==> config.mk <==
export PLATFORM = sky130hd
export DESIGN_NAME = inst_fetch
export DESIGN_NICKNAME = d
export VERILOG_FILES = /design/src/rtl/inst_fetch_pkg.sv /design/src/rtl/fetch_queue.sv /design/src/rtl/inst_fetch.sv
export SDC_FILE = /design/constraint.sdc
export NUM_CORES = 1
export LEC_CHECK = 0
export ABC_AREA = 1
export CAP_MARGIN = 0
export CELL_PAD_IN_SITES_DETAIL_PLACEMENT = 1
export CELL_PAD_IN_SITES_GLOBAL_PLACEMENT = 1
export CORE_MARGIN = 1.5
export CORE_UTILIZATION = 45
export CTS_CLUSTER_SIZE = 30
export DETAILED_ROUTE_END_ITERATION = 8
export PLACE_DENSITY_LB_ADDON = 0.1
export SLEW_MARGIN = 20
export SYNTH_ARGS = -nofsm -noshare
export SYNTH_HDL_FRONTEND = slang
export SYNTH_SLANG_ARGS = --single-unit
==> constraint.sdc <==
create_clock -name clk -period 9 [get_ports clk]
set_clock_uncertainty 0.15 [all_clocks]
set_input_delay 0.9 -clock clk [delete_from_list [all_inputs] [get_ports clk]]
set_output_delay 0.9 -clock clk [all_outputs]
set_load 0.02 [all_outputs]
==> src/rtl/inst_fetch_pkg.sv <==
// Shared widths, chip-enable encodings and the fetch queue entry layout
// used by the instruction fetch stage.
package inst_fetch_pkg;

    localparam int INST_ADDR_W       = 32;
    localparam int INST_W            = 32;
    localparam int FETCH_QUEUE_DEPTH = 4;

    localparam logic              CHIP_ENABLE  = 1'b1;
    localparam logic              CHIP_DISABLE = 1'b0;
    localparam logic [INST_W-1:0] ZERO_WORD    = '0;

    typedef struct packed {
        logic [INST_ADDR_W-1:0] pc;
        logic [INST_W-1:0]      inst;
    } fetch_entry_t;

    function automatic logic [INST_ADDR_W-1:0] word_align(input logic [INST_ADDR_W-1:0] addr);
        return {addr[INST_ADDR_W-1:2], 2'b00};
    endfunction

endpackage

==> src/rtl/fetch_queue.sv <==
// Circular FIFO of {pc, inst} entries with a synchronous clear that
// overrides push and pop; only the pointers and count are reset.
module fetch_queue
    import inst_fetch_pkg::*;
#(
    parameter  int DEPTH = FETCH_QUEUE_DEPTH,
    localparam int PTR_W = $clog2(DEPTH),
    localparam int CNT_W = PTR_W + 1
) (
    input  logic               clk,
    input  logic               rst_n,
    input  logic               push,
    input  logic               pop,
    input  logic               clear,
    input  fetch_entry_t       wdata,
    output fetch_entry_t       rdata,
    output logic               full,
    output logic               empty,
    output logic [CNT_W-1:0]   count
);

    fetch_entry_t     mem_q [DEPTH];
    logic [PTR_W-1:0] head_q, head_d;
    logic [PTR_W-1:0] tail_q, tail_d;
    logic [CNT_W-1:0] count_q, count_d;

    always_comb begin
        // NOTE: every always_comb target gets a default first so no path leaves it unassigned (no latch).
        head_d  = head_q;
        tail_d  = tail_q;
        count_d = count_q;
        if (clear) begin
            head_d  = '0;
            tail_d  = '0;
            count_d = '0;
        end else begin
            if (push) tail_d = tail_q + PTR_W'(1);
            if (pop)  head_d = head_q + PTR_W'(1);
            count_d = count_q + CNT_W'(push) - CNT_W'(pop);
        end
    end

    always_ff @(posedge clk or negedge rst_n) begin
        // NOTE: sequential state uses non-blocking assignments so all flops update from pre-edge values.
        if (!rst_n) begin
            head_q  <= '0;
            tail_q  <= '0;
            count_q <= '0;
        end else begin
            head_q  <= head_d;
            tail_q  <= tail_d;
            count_q <= count_d;
        end
    end

    // NOTE: storage is deliberately not reset; the count masks stale entries and
    // leaving it out of reset lets the array map onto plain RAM/flops without a reset net.
    always_ff @(posedge clk) begin
        if (push && !clear) mem_q[tail_q] <= wdata;
    end

    assign rdata = mem_q[head_q];
    assign full  = (count_q == CNT_W'(DEPTH));
    assign empty = (count_q == '0);
    assign count = count_q;

endmodule

==> src/rtl/inst_fetch.sv <==
// Fetch stage: owns the fetch PC, drives the combinational ROM and buffers
// returned (pc, inst) pairs toward IF/ID through a valid/ready handshake.
module inst_fetch
    import inst_fetch_pkg::*;
#(
    parameter int                     DEPTH    = FETCH_QUEUE_DEPTH,
    parameter logic [INST_ADDR_W-1:0] RESET_PC = 32'h0000_0000
) (
    input  logic                   clk,
    input  logic                   rst,
    output logic                   rom_ce,
    output logic [INST_ADDR_W-1:0] rom_addr,
    input  logic [INST_W-1:0]      rom_inst,
    input  logic                   branch_flag_i,
    input  logic [INST_ADDR_W-1:0] branch_target_i,
    input  logic                   flush_i,
    input  logic [INST_ADDR_W-1:0] new_pc_i,
    output logic                   out_valid,
    input  logic                   out_ready,
    output logic [INST_ADDR_W-1:0] out_pc,
    output logic [INST_W-1:0]      out_inst
);

    localparam int CNT_W = $clog2(DEPTH) + 1;

    logic [INST_ADDR_W-1:0] fetch_pc_q, fetch_pc_d;
    logic                   ce_q, ce_d;

    logic             pop, redirect, can_push, push;
    logic             q_full, q_empty;
    logic [CNT_W-1:0] q_count;
    fetch_entry_t     q_wdata, q_rdata;

    assign pop      = out_valid & out_ready;
    assign redirect = flush_i | branch_flag_i;
    assign can_push = ~q_full | pop;
    assign push     = ce_q & can_push & ~redirect;

    assign rom_ce   = push ? CHIP_ENABLE : CHIP_DISABLE;
    assign rom_addr = fetch_pc_q;
    assign q_wdata  = '{pc: fetch_pc_q, inst: rom_inst};

    always_comb begin
        ce_d       = 1'b1;
        fetch_pc_d = fetch_pc_q;
        // Flush outranks branch; both take a one-cycle bubble with no push.
        if (flush_i)            fetch_pc_d = word_align(new_pc_i);
        else if (branch_flag_i) fetch_pc_d = word_align(branch_target_i);
        else if (push)          fetch_pc_d = fetch_pc_q + 32'd4;
    end

    always_ff @(posedge clk or negedge rst) begin
        if (!rst) begin
            fetch_pc_q <= RESET_PC;
            ce_q       <= 1'b0;
        end else begin
            fetch_pc_q <= fetch_pc_d;
            ce_q       <= ce_d;
        end
    end

    fetch_queue #(.DEPTH(DEPTH)) u_queue (
        .clk   (clk),
        .rst_n (rst),
        .push  (push),
        .pop   (pop),
        .clear (redirect),
        .wdata (q_wdata),
        .rdata (q_rdata),
        .full  (q_full),
        .empty (q_empty),
        .count (q_count)
    );

    // Mask the head slot when empty so stale storage never reaches IF/ID.
    assign out_valid = ~q_empty;
    assign out_pc    = q_empty ? '0 : q_rdata.pc;
    assign out_inst  = q_empty ? ZERO_WORD : q_rdata.inst;

    logic unused_ok;
    assign unused_ok = ^q_count;

endmodule

==> impl_metrics.tcl <==
set metrics [dict create \
    post_cts_buffers 0 \
    core_area_sq_um 27710 \
    final_nets 1504 \
    setup_ws_ns 4.339 \
    rows 61 \
    setup_tns_ns 0 \
    hold_viol_final 0 \
    io_buffers 190 \
    drv_cap 0 \
    synth_top_cell_area_share_pct 59.01 \
    crit_arrival_ns 3.61 \
    path_clk_slew_ns 0.07 \
    cts_hold_buf 0 \
    cts-resized-gates 0 \
    grt_pass1_vias 10020 \
    yosysUniqueCellTypes 32 \
    path_class "reg -> out" \
    cp_common_cell "buf_4" \
    setup_viol 0 \
    yosysTopAreaCell "edfxtp_1" \
    slew_viol_final 0 \
    avgRoutedWirePerCell_um 19.48 \
    cts_root_buffer "clkbuf_16" \
    synthCells 1226 \
    ys_warn_count 0 \
    routed_via_density 5.277 \
    power_density_nw_per_um2 193.8 \
    drt_iter0_markers 590 \
    outcome "complete, no violations" \
    final_cells 1797 \
    cts_buffer_depth 3 \
    ys_top_cells_by_area "edfxtp_1 59%, nor2_1 9.7%, dfrtp_1 7.5%" \
    grt_max_degree 96 \
    ctsHtreeMaxLevel 1 \
    crit_chain "buf_4 -> inv_2 -> buf_4 -> nor2_1 -> o21ai_0 -> a21oi_1 -> clkdlybuf4s50_1" \
    syn_area_sq_um 12620 \
    p_leak_nw 5.696 \
    antenna_cells 0 \
    cts_buffers 30 \
    post-route-min-period_ns 4.661 \
    synth_seq_area_share_pct 66.54 \
    r2r-start "u_queue.count[1]" \
    critPathLaunchType "flip-flop" \
    ys.flop_type "edfxtp_1" \
    initial_core_util_pct 45.55 \
    grt_pass1_wl_um 54500 \
    cts_tree "built" \
    finalCritPeriodShare_pct 51.79 \
    clkLatencyLatePin_ns 0.56 \
    place_inst 1741 \
    wl_um 35000 \
    rsz0062_at_grt "false" \
    first_pass_iters 7 \
    max_freq_ghz 0.2145 \
    crit_start "u_queue.head_q[1]" \
    ys_top_cells_by_count "326 x nor2_1, 248 x edfxtp_1, 157 x nand2_1" \
    die_w_um 170.5 \
    die-area_sq_um 29060 \
    grt_usage_pct 24.47 \
    vias 9483 \
    ant_nets 0 \
    worstMarginPinSlew_ns 1.069 \
    end_kind "primary output" \
    ys_seq_elements 286 \
    die_h_um 170.5 \
    cp_max_fo 63 \
    area_growth_pct 24.57 \
    drive_gt1_share_pct 5.708 \
    boundaryPins 199 \
    async_flop_share_pct 13.29 \
    total_power_mw 3.047 \
    antenna_found_initial 0 \
    gr-total-overflow 0 \
    max_stage_delay_ns 0.66 \
    drc 0 \
    synth_enable_flop_cells 248 \
    hpwl_um 21620 \
    crit_required_ns 7.95 \
    cts.sinks 286 \
    slew_headroom_pct 28.73 \
    fin_util_pct 56.74 \
    ir_drop_uv 151.3 \
    min_path_type "in -> async" \
    pre_cts_ws_ns 3.877 \
    synth_most_common_cell "nor2_1" \
    avgSynthCellArea_sq_um 10.29 \
    crit_slowest_cell "buf_4" \
    place_congestion 0.7948 \
]
==> per-layer routing <==
metal / global-route usage [%] / up-vias / wire, um
li1: - / 4507 / -
met1: 31.22 / 4685 / 14950
met2: 43.73 / 251 / 17530
met3: 4.116 / 40 / 1974
met4: 5.194 / 0 / 554
met5: 0 / - / 0
==> cell usage in the layout, fill, tap and decap left out, types with 11 or more instances in the layout <==
master and instances:
nor2_1 322, edfxtp_1 248, clkdlybuf4s50_1 189, nand2_1 157, o21ai_0 146, a21oi_1 99, inv_1 48, dfrtp_1 36
nand3_1 34, clkbuf_16 31, nor2_4 12, buf_4 11
==> registers in the layout, summed over array words and instances, names as in the netlist <==
register	flops
u_queue.mem_q	248
rom_addr	30
u_queue.count	3
u_queue.head_q	2
u_queue.tail_q	2
ce_q	1
==> cells by family after synthesis <==
family	synth area share, %
compound gates	10.57
xor+xnor	0.4164
fa+ha+maj	0.8526
buf+inv	3.965
flops	66.54
other cells	0.05950
simple gates	17.60
==> metrics by stage <==
| step | instance area, sq um | hold WS [ns] |
|---|---|---|
| after global routing | 15720 | 0.3993 |
| after floorplan | 12630 | 0.4296 |
| final | 15720 | 0.3501 |
| after CTS | 15720 | 0.3556 |
| after detailed placement | 14820 | 0.5067 |
| after global placement | 14820 | 0.4713 |
==> worst max-delay path, delay by kind of cell, from the launching register on <==
kind / cells / cell delay, ns
DFF: 1 / 0.34
and+or+nand+nor: 1 / 0.27
AOI/OAI and AO/OA: 2 / 0.35
buffers and inverters: 4 / 2.06
==> path summary, 6_finish.rpt <==
path | to | slack [ns] | cells after the start
min in group clk | u_queue.tail_q[1] | 0.51 | 2
max | out_pc[28] | 4.34 | 7
max in group asynchronous | u_queue.head_q[0] | 7.58 | 1
max reg2reg | u_queue.mem_q[2][5] | 5.70 | 7
min reg2reg | u_queue.tail_q[1] | 0.51 | 2
min | rom_addr[24] | 0.35 | 1
==> layout make-up <==
class                   instances  area [sq um]
well taps                     378         473.0
inverters                      52         196.4
clock buffers                  40         809.5
repair buffers                201          1979
fillers                      3038         11980
flip-flops and latches        286          8403
clock inverters                16         96.34
multi-input cells             824          3764
==> report_power, final <==
group	internal (mW)	switching [mW]	total [mW]
logic	0.148	0.205	0.354
registers	1.49	0.0597	1.55
clock network	0.655	0.491	1.15
(Power assumes the default switching activity.)
